## src/rtl/dram_access_unit_pkg.sv

```systemverilog
// rtl/dram_access_unit_pkg.sv - shared codes, state encoding and alignment helpers for the DRAM access unit
package dram_access_unit_pkg;

  localparam logic [1:0] DRAM_EX_WORD = 2'b00;
  localparam logic [1:0] DRAM_EX_BYTE = 2'b01;
  localparam logic [1:0] DRAM_EX_HALF = 2'b10;

  localparam logic DRAM_WRITE = 1'b1;
  localparam logic DRAM_READ  = 1'b0;

  typedef enum logic [1:0] {
    DAU_IDLE      = 2'd0,
    DAU_LOAD_WAIT = 2'd1,
    DAU_RMW_MERGE = 2'd2
  } dau_state_t;

  // ex_type 11 has no sub-word meaning and is handled as a full word
  function automatic logic is_word(input logic [1:0] ex_type);
    return (ex_type != DRAM_EX_BYTE) && (ex_type != DRAM_EX_HALF);
  endfunction

  function automatic logic is_misaligned(input logic [1:0] ex_type, input logic [1:0] offset);
    if (ex_type == DRAM_EX_HALF) return offset[0];
    if (is_word(ex_type))        return offset != 2'b00;
    return 1'b0;
  endfunction

endpackage

```

## src/rtl/dram_lane_merge.sv

```systemverilog
// rtl/dram_lane_merge.sv - combinational lane extract/extend for loads and lane replace for sub-word stores
module dram_lane_merge
  import dram_access_unit_pkg::*;
(
  input  logic [1:0]  offset,
  input  logic [1:0]  ex_type,
  input  logic        ld_unsigned,
  input  logic [31:0] old_word,
  input  logic [31:0] new_data,
  output logic [31:0] ld_data,
  output logic [31:0] merged
);

  logic [7:0]  byte_lane;
  logic [15:0] half_lane;

  always_comb begin
    byte_lane = old_word[{offset, 3'b000} +: 8];
    half_lane = offset[1] ? old_word[31:16] : old_word[15:0];
    ld_data   = old_word;
    merged    = new_data;
    case (ex_type)
      DRAM_EX_BYTE: begin
        ld_data = ld_unsigned ? {24'h0, byte_lane} : {{24{byte_lane[7]}}, byte_lane};
        merged  = old_word;
        merged[{offset, 3'b000} +: 8] = new_data[7:0];
      end
      DRAM_EX_HALF: begin
        ld_data = ld_unsigned ? {16'h0, half_lane} : {{16{half_lane[15]}}, half_lane};
        // halves are aligned, so only offset[1] picks the lane pair
        merged  = offset[1] ? {new_data[15:0], old_word[15:0]}
                            : {old_word[31:16], new_data[15:0]};
      end
      default: begin
        ld_data = old_word;
        merged  = new_data;
      end
    endcase
  end

endmodule

```

## src/rtl/dram_access_unit.sv

```systemverilog
// rtl/dram_access_unit.sv - data-memory responder: loads with extension, word stores, sub-word read-modify-write
module dram_access_unit
  import dram_access_unit_pkg::*;
#(
  parameter int ADDR_W = 12,
  parameter int DATA_W = 32
) (
  input  logic              clk,
  input  logic              rst_n,
  input  logic              req_valid,
  input  logic              req_we,
  input  logic [1:0]        ex_type,
  input  logic              ld_unsigned,
  input  logic [31:0]       addr,
  input  logic [31:0]       wdata,
  output logic [31:0]       rdata,
  output logic              done,
  output logic              stall,
  output logic              misalign,
  output logic [ADDR_W-1:0] mem_addr,
  output logic              mem_we,
  output logic [DATA_W-1:0] mem_wdata,
  input  logic [DATA_W-1:0] mem_rdata
);

  dau_state_t        state_q, state_d;
  logic [ADDR_W-1:0] idx_q;
  logic [1:0]        off_q;
  logic [1:0]        type_q;
  logic              uns_q;
  logic [31:0]       wdata_q;
  logic [31:0]       rdata_q;
  logic              capture;

  logic [ADDR_W-1:0] req_idx;
  logic [1:0]        req_off;
  logic [31:0]       ld_ext;
  logic [31:0]       merged;
  logic              unused_addr_hi;

  assign req_idx        = addr[ADDR_W+1:2];
  assign req_off        = addr[1:0];
  assign unused_addr_hi = ^addr[31:ADDR_W+2];

  // Busy states work only from latched copies; the core holds its inputs under stall anyway
  dram_lane_merge u_lane_merge (
    .offset      (off_q),
    .ex_type     (type_q),
    .ld_unsigned (uns_q),
    .old_word    (mem_rdata),
    .new_data    (wdata_q),
    .ld_data     (ld_ext),
    .merged      (merged)
  );

  always_ff @(posedge clk or negedge rst_n) begin
    if (!rst_n) begin
      state_q <= DAU_IDLE;
      idx_q   <= '0;
      off_q   <= '0;
      type_q  <= '0;
      uns_q   <= 1'b0;
      wdata_q <= '0;
      rdata_q <= '0;
    end else begin
      state_q <= state_d;
      if (capture) begin
        idx_q   <= req_idx;
        off_q   <= req_off;
        type_q  <= ex_type;
        uns_q   <= ld_unsigned;
        wdata_q <= wdata;
      end
      if (state_q == DAU_LOAD_WAIT) rdata_q <= ld_ext;
    end
  end

  // The load result shows up alongside done and is then held until the next load
  assign rdata = (state_q == DAU_LOAD_WAIT) ? ld_ext : rdata_q;

  always_comb begin
    state_d   = state_q;
    done      = 1'b0;
    stall     = 1'b0;
    misalign  = 1'b0;
    mem_we    = 1'b0;
    mem_addr  = '0;
    mem_wdata = '0;
    capture   = 1'b0;
    case (state_q)
      DAU_IDLE: begin
        if (req_valid) begin
          if (is_misaligned(ex_type, req_off)) begin
            done     = 1'b1;
            misalign = 1'b1;
          end else if (req_we == DRAM_WRITE && is_word(ex_type)) begin
            mem_addr  = req_idx;
            mem_we    = 1'b1;
            mem_wdata = wdata;
            done      = 1'b1;
          end else begin
            mem_addr = req_idx;
            stall    = 1'b1;
            capture  = 1'b1;
            state_d  = (req_we == DRAM_READ) ? DAU_LOAD_WAIT : DAU_RMW_MERGE;
          end
        end
      end
      DAU_LOAD_WAIT: begin
        mem_addr = idx_q;
        done     = 1'b1;
        state_d  = DAU_IDLE;
      end
      DAU_RMW_MERGE: begin
        mem_addr  = idx_q;
        mem_we    = 1'b1;
        mem_wdata = merged;
        done      = 1'b1;
        state_d   = DAU_IDLE;
      end
      default: state_d = DAU_IDLE;
    endcase
  end

endmodule
```

## config.mk

```make
export PLATFORM = sky130hd
export DESIGN_NAME = dram_access_unit
export DESIGN_NICKNAME = d
export VERILOG_FILES = /design/src/rtl/dram_access_unit_pkg.sv /design/src/rtl/dram_lane_merge.sv /design/src/rtl/dram_access_unit.sv
export SDC_FILE = /design/constraint.sdc
export NUM_CORES = 1
export LEC_CHECK = 0
export CORE_MARGIN = 10
export CORE_UTILIZATION = 45
export DETAILED_ROUTE_END_ITERATION = 10
export GPL_ROUTABILITY_DRIVEN = 0
export PLACE_DENSITY_LB_ADDON = 0.1
export SYNTH_ARGS = -nofsm -noshare
export SYNTH_HDL_FRONTEND = slang
export SYNTH_SLANG_ARGS = --single-unit
```

## constraint.sdc

```tcl
create_clock -name clk -period 5.1 [get_ports clk]
set_input_delay 1.02 -clock clk [delete_from_list [all_inputs] [get_ports clk]]
set_output_delay 1.02 -clock clk [all_outputs]
set_load 0.1 [all_outputs]
```

Yosys cells after proc, flatten, opt, wreduce, memory -nomap -nowiden
Index checks and enable logic that the tools add are counted.
{"block": "word_totals", "regBits": 83, "latch_bits": 0, "mem_bits_rw": 0, "mem_bits_ro": 0, "in_bits": 103, "output_inout_bits": 80, "elab_cells": 74, "n_memories": 0}
{"block": "op_classes", "addsub": 1, "n_mul": 0, "div": 0, "order_cmp": 0, "eq_ne": 10, "shift": 3, "muxes": 47, "bitwise": 0, "n_reduce_logical": 6}
{"cell": "2-to-1 mux 32 bit", "n": 7}
{"cell": "case mux 32 bit (2 select lines)", "n": 3}
{"cell": "bitwise mux 32 bit", "n": 1}
{"cell": "variable shift 8 x 7 -> 32 bit, first input constant", "n": 1}
{"cell": "indexed part select 32 x 6 -> 8 bit", "n": 1}
{"cell": "indexed part select 8 x 7 -> 32 bit", "n": 1}
{"cell": "2-to-1 mux 1 bit", "n": 25}
{"cell": "2-to-1 mux 12 bit", "n": 2}
{"cell": "case mux 12 bit (2 select lines)", "n": 1}
{"cell": "2-to-1 mux 16 bit", "n": 1}
{"cell": "2-to-1 mux 2 bit", "n": 5}
{"cell": "inequality test 2 bit, second input constant", "n": 4}
{"cell": "negator 5 -> 7 bit", "n": 1}
{"cell": "== test 2 bit, second input constant", "n": 3}
{"cell": "== test 2 x 1 -> 1 bit, second input constant", "n": 2}
{"cell": "case mux 1 bit (2 select lines)", "n": 2}
{"cell": "AND reduction 3 bit", "n": 1}
{"cell": "logical AND 1 bit", "n": 2}
{"cell": "logical NOT 2 bit", "n": 1}
{"cell": "inequality test 2 x 1 -> 1 bit, second input constant", "n": 1}
{"cell": "nonzero test 2 bit", "n": 1}
{"cell": "OR reduction 2 bit", "n": 1}

Depth between registers and ports, before layout
{"block": "logic_depth", "depth_word": 14, "depth_mapped": 9, "mapped_depth_nobuf": 6}

Modules after synthesis
From an unflattened synthesis, not the netlist that was laid out.
{"block": "hier_totals", "cells_unflattened": 494, "hier_area_um2": 5594.1}
{"module": "dram_access_unit", "instances": 1, "cells_each": 270, "area_per_inst_um2": 4008.8, "seq_area_each_um2": 2077.0}
{"module": "dram_lane_merge", "instances": 1, "cells_each": 224, "area_per_inst_um2": 1585.3, "seq_area_each_um2": 0.0}

Worst setup path after synthesis
OpenSTA, ideal clock, no wires.
{"block": "synth_path", "kind": "register to output", "startpoint": "register off_q[1]", "endpoint": "output port mem_wdata[10]", "t_arrival_ns": 3.844, "required_time_ns": 4.080, "slack_ns": 0.236, "stages_incl_launch_ff": 10, "n_path_buf": 3, "cell_sequence": "dfrtp_1 buf_6 buf_2 inv_1 ha_1 nor4bb_1 and3_1 buf_2 a22oi_1 o21ai_0"}
{"block": "synth_via", "elab_chain_cells": 5, "elab_cells_between_ends": 7, "cone_classes": "add/sub (1); shift (2); mux (4)"}
{"item": "start: declaration", "line": "dram_access_unit.sv:28", "rtl": "logic [1:0] off_q;"}
{"item": "start signal: assignment", "line": "dram_access_unit.sv:69", "rtl": "off_q <= req_off;"}
{"item": "negator 5 -> 7 bit", "line": "dram_lane_merge.sv:26", "rtl": "merged[{offset, 3'b000} +: 8] = new_data[7:0];"}
{"item": "indexed part select 8 x 7 -> 32 bit or variable shift 8 x 7 -> 32 bit (tied branches)", "line": "dram_lane_merge.sv:26"}
{"item": "bitwise mux 32 bit", "line": "dram_lane_merge.sv:26"}
{"item": "case mux 32 bit (2 select lines) *", "line": "dram_lane_merge.sv:22", "rtl": "case (ex_type)"}
{"item": "case mux 32 bit (2 select lines) *", "line": "dram_access_unit.sv:90", "rtl": "case (state_q)"}
{"item": "end: declaration", "line": "dram_access_unit.sv:22", "rtl": "output logic [DATA_W-1:0] mem_wdata,"}
Every way passes the cells marked *; elsewhere a longest branch is shown, timed or not.

Final worst setup path
{"block": "layout_path", "startpoint": "register off_q[1]", "endpoint": "output port mem_wdata[31]"}
The elaborated chain is that of the path after synthesis.

==> results.toml <==
[outcome]
status = "finished, final reports clean"

[synthesis]
synth_most_common_cell = "dfrtp_1"
ys_warn_count = 0
ys_ff_latch = 83
synth.largest_area_cell = "dfrtp_1"
syn_nets = 633
async_flop_share = 1.00
yosys.area_share.simple = 0.114
synthTopCellsByCount = "dfrtp_1 (83), mux2_2 (69), o21ai_0 (63)"
syn_inst = 518
netlist_area_mm2 = 0.00512
synth_area_per_cell_um2 = 9.88
synth_top_family_by_area = "compound AO/OA/AOI/OAI gates"
ys_seq_area_frac = 0.406
yosysUniqueCellTypes = 46
synth_edf_count = 0
yosys-mux-area-fraction = 0.166
ys_top_cells_by_area = "dfrtp_1 (41%), mux2_2 (15%), o21ai_0 (6.2%)"
synth-adder-area-share = 0.0293
synth_xor_area_frac = 0
synth_compound_gate_area_share = 0.237
ys.flop_type = "dfrtp_1"
synth_top_area_share = 0.406

[clock_network]
cts_hold_buf = 0
post_cts_buffers = 0
clk_pin_slew_ns = 0.06
cts.repair.resized = 0
htreeDepth = 3
clock_latency_ns = 0.35
cts_root_buffer = "clkbuf_16"
numCtsBuffers = 9
cts_tree = "built"
clock-sinks = 83
cts_buffer_depth = 2

[setup_path]
criticalPathCategory = "flop to output port"
r2r-start = "state_q[1]"
crit_fanout = 19
path_cells = "inv_1 > ha_1 > nor4bb_1 > and3b_1 > a21oi_1 > o21ai_0 > buf_12"
startpoint = "off_q[1]"
path_buf_inv = 2
critPathRequiredTime_ns = 4.08
worstPathArrival_ns = 3.36
crit_path_top_delay_cell = "dfrtp_1"
cpPeakStageDelay_ns = 0.84
cpLargestDelayFamily = "flip-flops"
cp-end-kind = "output port"
critPathLaunchType = "flop"

[place]
dp.cells = 791
dp_hpwl_mm = 13.5
portBuffers = 164
postPlaceCellArea_mm2 = 0.00717

[grt]
grt_max_degree = 66
grt_pass1_vias = 4932
gr-total-overflow = 0
grt_antenna_before_repair = 0
gr-usage-all-layers = 0.223
grt_pass1_wl_mm = 28.4

[routing]
drcViolationCount = 0
antenna_left = 0
wl_per_cell_um = 22.6
drt-total-wl_mm = 18.3
dr_total_vias = 4878
drt-initial-drc-count = 442
dr.pass1.iters = 5
avgViaCountPerCell = 6.04

[final_layout]
multi_input_area_mm2 = 0.00280
fill_cells = 835
fin_nets = 777
drive_gt1_frac = 0.285
area_growth_pct = 46.9
final_cells = 807
regArea_mm2 = 0.00208
fin_area_mm2 = 0.00751
antenna_cells = 0

[timing]
tightest_slew_ns = 0.873
finalSetupViolCount = 0
clock_skew_ns = 0.00659
period_share = 0.859
fmax_mhz = 228
timing.final.crit_period_ns = 4.38
slew_violations = 0
finalHoldViolCount = 0
setup_tns_ns = 0
slew_headroom = 0.417
rsz0062_at_grt = "no"

[floorplan]
start_util = 0.466
core-area_mm2 = 0.0110
rows = 38
die_area_mm2 = 0.0160
dieWidth_um = 127
die_h_um = 127
io_pins = 183

[min_path]
min_from = "wdata_q[19]"
hold_class = "flop to flop"

[job]
cap_violations = 0
-- cells by family after synthesis --
group,after synthesis
adder cells (fa/ha/maj),12
AO/OA/AOI/OAI,185
buffers and inverters,51
flip-flops,83
multiplexers,75
AND/OR/NAND/NOR,112
-- routing by layer --
metal,up-vias,global-route usage,part of all wire
met4,0,0.0797,0.023
met1,2391,0.276,0.38
li1,2214,-,-
met5,-,0,0
met3,27,0.0787,0.11
met2,246,0.353,0.48
-- cells in the final DEF, fill, tap and decap left out, types with 2 or more instances in the layout --
master | netlist | layout
o21ba_2 | 2 | 2
a21oi_1 | 28 | 28
a22o_1 | 12 | 12
a32oi_1 | 6 | 6
and3b_1 | 2 | 2
nor2_1 | 17 | 17
clkbuf_8 | 0 | 4
mux2_4 | 2 | 2
bufinv_16 | 0 | 2
a221o_1 | 16 | 16
dfrtp_1 | 83 | 83
o21ai_0 | 63 | 63
nand2_1 | 56 | 56
clkdlybuf4s50_1 | 0 | 83
clkbuf_16 | 0 | 9
a22oi_1 | 25 | 25
nor2b_1 | 11 | 11
nor3_1 | 2 | 2
buf_12 | 0 | 45
o21ai_1 | 3 | 3
buf_4 | 2 | 45
nand2b_1 | 3 | 3
or2b_1 | 2 | 2
mux2_2 | 69 | 69
nor4_4 | 2 | 2
nand3b_1 | 9 | 9
inv_1 | 11 | 11
ha_1 | 12 | 11
a31oi_1 | 22 | 22
mux2_1 | 3 | 3
-- worst paths after layout --
path | to | slack [ns] | cells past startpoint
max | mem_wdata[31] | 0.72 | 7
min | wdata_q[19] | 0.49 | 1
max reg2reg | rdata_q[1] | 2.71 | 7
min reg2reg | wdata_q[19] | 0.49 | 1
max in group asynchronous | idx_q[11] | 3.44 | 2
min in group asynchronous | rdata_q[31] | 0.66 | 1
-- worst register-to-register path, stage by stage (launching register included) --
cell and delay [ns]:
dfrtp_1 0.42, inv_1 0.09, ha_2 0.16, buf_4 0.48
nand2b_1 0.34, a211o_1 0.40, a31oi_1 0.19, o21ai_0 0.16
-- area by class of cell --
type | instances | area share
Multi-Input combinational cell | 384 | 0.373
Sequential cell | 83 | 0.276
Timing Repair Buffer | 173 | 0.275
Clock buffer | 13 | 0.0373
Tap cell | 140 | 0.0233
Clock inverter | 3 | 0.00899
Inverter | 11 | 0.00549
-- flip-flops by register name (all words and copies together), names as in the netlist --
signal / count
rdata_q: 32
state_q: 2
off_q: 2
type_q: 2
wdata_q: 32
uns_q: 1
idx_q: 12
-- per-stage QoR --
stage | util | hold slack [ns] | setup WS [ns]
floorplan | - | 0.459 | 0.236
global placement | 0.653 | 0.469 | 0.891
detailed placement | 0.653 | 0.476 | 0.858
CTS | 0.684 | 0.491 | 0.758
global route | 0.684 | 0.509 | 0.587
finish | 0.684 | 0.488 | 0.717
Power is left out: the tool's default activity adds up to more than one toggle a clock period on the data nets, which glitch-free logic cannot reach.
==> edit 1, RTL diff (same flow settings) <==
Make the reset (`rst_n`) synchronous in one clocked block.
--- a/src/rtl/dram_access_unit.sv
+++ b/src/rtl/dram_access_unit.sv
@@ -53,7 +53,7 @@
     .merged      (merged)
   );
 
-  always_ff @(posedge clk or negedge rst_n) begin
+  always_ff @(posedge clk) begin
     if (!rst_n) begin
       state_q <= DAU_IDLE;
       idx_q   <= '0;
Function: differs if rst_n is asserted again (counterexample within 4 cycles, from zero or initial values and one cycle with rst_n low); with rst_n held inactive, the same outputs for 4 cycles.
==> edit 1 against the original RTL <==
  * Synthesized area grew 10%
  * Worst setup slack lost 0.14 ns
  * Design area grew 8.8%
  * Count of clock-buffer cells in the layout shrank 1
  * Wire length grew 16%
  * Critical path type is now primary input to output port
  * Sequential cell count is the same
Power is left out: it rests on default switching activity, and per cell area and clock period it moved more than threefold.
==> edit 1: results (changes against the original RTL) <==
metric,value,unit,change
outcome,"finished, final reports clean",,unchanged
reg_top3,"rdata_q: 32 flops, wdata_q: 32 flops, idx_q: 12 flops",,unchanged
post_cts_resize_count,0,,unchanged
synth_common_cells,"150 x nand2_1, 83 x dfxtp_1, 58 x mux2i_1",,"was 83 x dfrtp_1, 69 x mux2_2, 63 x o21ai_0"
cts_buffer_depth,2,,unchanged
slowest_delay,0.87,ns,was 0.84 ns
yosys.cell_count.top_type,nand2_1,,was dfrtp_1
worstMarginPinSlew,1.23,ns,was 0.873 ns
cp.arrival,3.50,ns,was 3.36 ns
port_buffers,164,,unchanged
cts_setup_buffers,0,,unchanged
clock-root-buffer,clkbuf_16,,unchanged
cp_max_fo,13,,was 19
dp_hpwl,15300,µm,"was 13,500 µm"
antenna_found_initial,1,,was 0
clock_latency,0.35,ns,about the same
ys_seq_area_frac,0.295,,was 0.406
clk_pin_slew,0.06,ns,about the same
min_path_type,register to register,,unchanged
finClkSkew,0.00697,ns,was 0.00659 ns
grt_first_pass_wirelength,33400,µm,"was 28,400 µm"
h-tree-depth,3,,unchanged
final_layout_size_suffix_gt1_frac,0.144,,was 0.285
grt_pass1_vias,6079,,"was 4,932"
grt.total_usage,0.231,,was 0.223
nets,966,,was 777
first_pass_iters,5,,unchanged
cpMaxStageDelayCell,o22ai_1,,was dfrtp_1
async_reset_ff_frac,0,,was 1.00
wl,21100,µm,"was 18,300 µm"
placed_area,7820,µm²,was 7170 µm²
synthesis.nets,847,,was 633
fillers,1021,,was 835
drtIter0Drc,694,,was 442
ys_warn_count,0,,unchanged
antennaDiodeCount,0,,unchanged
dr_total_vias,6258,,"was 4,878"
cts_buffers,9,,unchanged
ys_types,49,,was 46
synth_area_leaders,"dfxtp_1 30%, mux2i_1 10%, nand2_1 10%",,"was dfrtp_1 41%, mux2_2 15%, o21ai_0 6.2%"
grt_max_degree,113,,was 66
## edit 1: cells by family after synthesis
group,share of synthesized area
compound gates,0.273
mux,0.129
simple gates,0.209
buf+inv,0.0669
flops,0.295
fa+ha+maj,0.0267
## edit 1: final timing paths
kind / depth (start not counted) / start / to / slack [ns]
max: 7 / ex_type[0] / mem_addr[0] / 0.58
min reg2reg: 2 / wdata_q[22] / wdata_q[22] / 0.45
max reg2reg: 6 / state_q[1] / rdata_q[17] / 2.26
min: 2 / wdata_q[22] / wdata_q[22] / 0.45
## edit 1: worst max-delay path: cells and delay by family
family / cells / cell delay, ns
AOI/OAI and AO/OA: 2 / 1.10
adders and majority gates: 1 / 0.34
buffers and inverters: 3 / 0.75
and+or+nand+nor: 1 / 0.27
## edit 1: cell type report
class | instances | area [µm²] | share of cell area
Multi-Input combinational cell | 572 | 3600 | 0.440
Timing Repair Buffer | 172 | 2300 | 0.281
Sequential cell | 83 | 1660 | 0.203
Clock buffer | 12 | 267 | 0.0326
Tap cell | 168 | 210 | 0.0257
Clock inverter | 4 | 95.1 | 0.0116
Inverter | 13 | 48.8 | 0.00597
## edit 1: through the flow
stage	cells	setup WS, ns	utilization
floorplan	732	0.0547	-
global placement	1008	0.757	0.645
detailed placement	1008	0.628	0.645
CTS	1024	0.599	0.675
global route	1024	0.393	0.675
finish	1024	0.578	0.675
## edit 1: routing by layer
metal	GRT usage	share of wire	wire length [µm]	vias to the layer above
li1	-	-	-	2887
met1	0.291	0.40	8530	2957
met2	0.362	0.46	9720	357
met3	0.0709	0.10	2220	57
met4	0.0902	0.031	646	0
met5	0	0	0	-
==> edit 2, RTL diff (same flow settings) <==
Without the edit above. Set the parameter `ADDR_W` to 13 (it was 12).
--- a/src/rtl/dram_access_unit.sv
+++ b/src/rtl/dram_access_unit.sv
@@ -2,7 +2,7 @@
 module dram_access_unit
   import dram_access_unit_pkg::*;
 #(
-  parameter int ADDR_W = 12,
+  parameter int ADDR_W = 13,
   parameter int DATA_W = 32
 ) (
   input  logic              clk,
Interface: changed (resized mem_addr); port bits go from 183 to 184. The function was not compared with the original's and may differ.
==> edit 2 against the original RTL <==
  * Worst setup slack improved by 0.15 ns
  * Synthesized area up 6.9%
  * Critical path depth grew 2
  * Design area up 4.8%
  * Sequential share of layout area shrank 0.96 points
  * Register-to-register slack better by 0.17 ns
  * Sequential cell count grew 1
  * Wire length is 1.4% higher
  * Critical endpoint is now mem_wdata[15]
Power is not shown: default switching activity piles up to over one toggle a cycle in this logic, so the estimate is an artifact.
==> edit 2: results (changes against the original RTL) <==
metric,value,unit,change
clock_latency,0.35,ns,about the same
first_pass_iters,5,,unchanged
routed-wl-met2,8890,µm,was 8810 µm
grt.total_usage,0.213,,was 0.223
nets,806,,was 777
grt-ovfl-total,0,,unchanged
relSlewSlack,0.256,,was 0.417
placed_area,7540,µm²,was 7170 µm²
cts_buffer_depth,2,,unchanged
min_path_type,register to register,,unchanged
wl,18500,µm,"was 18,300 µm"
final_layout_size_suffix_gt1_frac,0.269,,was 0.285
ys_warn_count,0,,unchanged
async_reset_ff_frac,1.00,,unchanged
routed.top_layer,met4,,unchanged
drtIter0Drc,467,,was 442
ys_seq_area_frac,0.384,,was 0.406
ant_nets,0,,unchanged
finClkSkew,0.00712,ns,was 0.00659 ns
grt_max_degree,85,,was 66
outcome,"finished, final reports clean",,unchanged
pre_cts_ws,0.851,ns,was 0.858 ns
cts_buffers,9,,unchanged
wl_met1,7220,µm,was 6980 µm
clk_pin_slew,0.06,ns,about the same
port_buffers,166,,was 164
h-tree-depth,3,,unchanged
synth_ff_type,dfrtp_1,,unchanged
post_cts_resize_count,0,,unchanged
grt_pass1_vias,5066,,"was 4,932"
cts_setup_buffers,0,,unchanged
antennaDiodeCount,0,,unchanged
grt_first_pass_wirelength,28100,µm,"was 28,400 µm"
dp_hpwl,13800,µm,"was 13,500 µm"
synth_common_cells,"84 x dfrtp_1, 77 x nand2_1, 75 x o21ai_0",,"was 83 x dfrtp_1, 69 x mux2_2, 63 x o21ai_0"
cp.arrival,3.22,ns,was 3.36 ns
ys_types,47,,was 46
wl_met3,2050,µm,was 2060 µm
synth_area_leaders,"dfrtp_1 38%, mux2_4 11%, o21ai_0 6.9%",,"was dfrtp_1 41%, mux2_2 15%, o21ai_0 6.2%"
antenna_found_initial,0,,unchanged
clock-root-buffer,clkbuf_16,,unchanged
cp_max_fo,25,,was 19
reg_top3,"rdata_q: 32 flops, wdata_q: 32 flops, idx_q: 13 flops",,"was rdata_q: 32 flops, wdata_q: 32 flops, idx_q: 12 flops"
dr_total_vias,4966,,"was 4,878"
synthesis.nets,656,,was 633
-- edit 2: stage by stage --
stage,utilization,cells,hold WS (ns)
after CTS,0.659,843,0.502
final,0.659,843,0.491
after global placement,0.630,827,0.481
after global routing,0.659,843,0.509
after detailed placement,0.630,827,0.484
after floorplan,-,541,0.474
-- edit 2: final timing paths --
kind / end / slack (ns) / depth (start not counted) / start
max in group asynchronous: wdata_q[5] / 3.51 / 1 / rst_n
hold reg to reg: rdata_q[18] / 0.49 / 2 / rdata_q[18]
hold / removal: rdata_q[18] / 0.49 / 2 / rdata_q[18]
setup reg to reg: wdata_q[10] / 2.88 / 5 / state_q[0]
min in group asynchronous: wdata_q[24] / 0.87 / 1 / rst_n
setup / recovery: mem_wdata[15] / 0.86 / 9 / ex_type[0]
-- edit 2: kinds of logic after synthesis --
logic type | Yosys count | share of synthesized area
compound gates | 196 | 0.241
simple gates | 115 | 0.109
flops | 84 | 0.384
mux | 77 | 0.182
buf+inv | 57 | 0.0565
fa+ha+maj | 12 | 0.0274
-- edit 2: worst max-delay path, stage by stage --
cell,delay (ns)
clkdlybuf4s50_1,0.46
inv_1,0.06
ha_1,0.34
nand2_1,0.18
nor4_4,0.19
buf_4,0.34
a22oi_1,0.14
o21ai_0,0.25
buf_12,0.24
-- edit 2: routing by layer --
| metal | vias up | GRT usage |
|---|---|---|
| met3 | 25 | 0.0856 |
| met5 | - | 0 |
| met1 | 2421 | 0.253 |
| met2 | 236 | 0.349 |
| met4 | 0 | 0.0582 |
| li1 | 2284 | - |
-- edit 2: cell type report --
| cell class | count | area [µm²] |
|---|---|---|
| multi-input combinational | 400 | 3060 |
| fill | 951 | 4080 |
| tap | 147 | 184 |
| clock buffer | 13 | 270 |
| timing repair buffer | 175 | 2110 |
| clock inverter | 3 | 67.6 |
| sequential | 84 | 2100 |
| inverter | 21 | 78.8 |
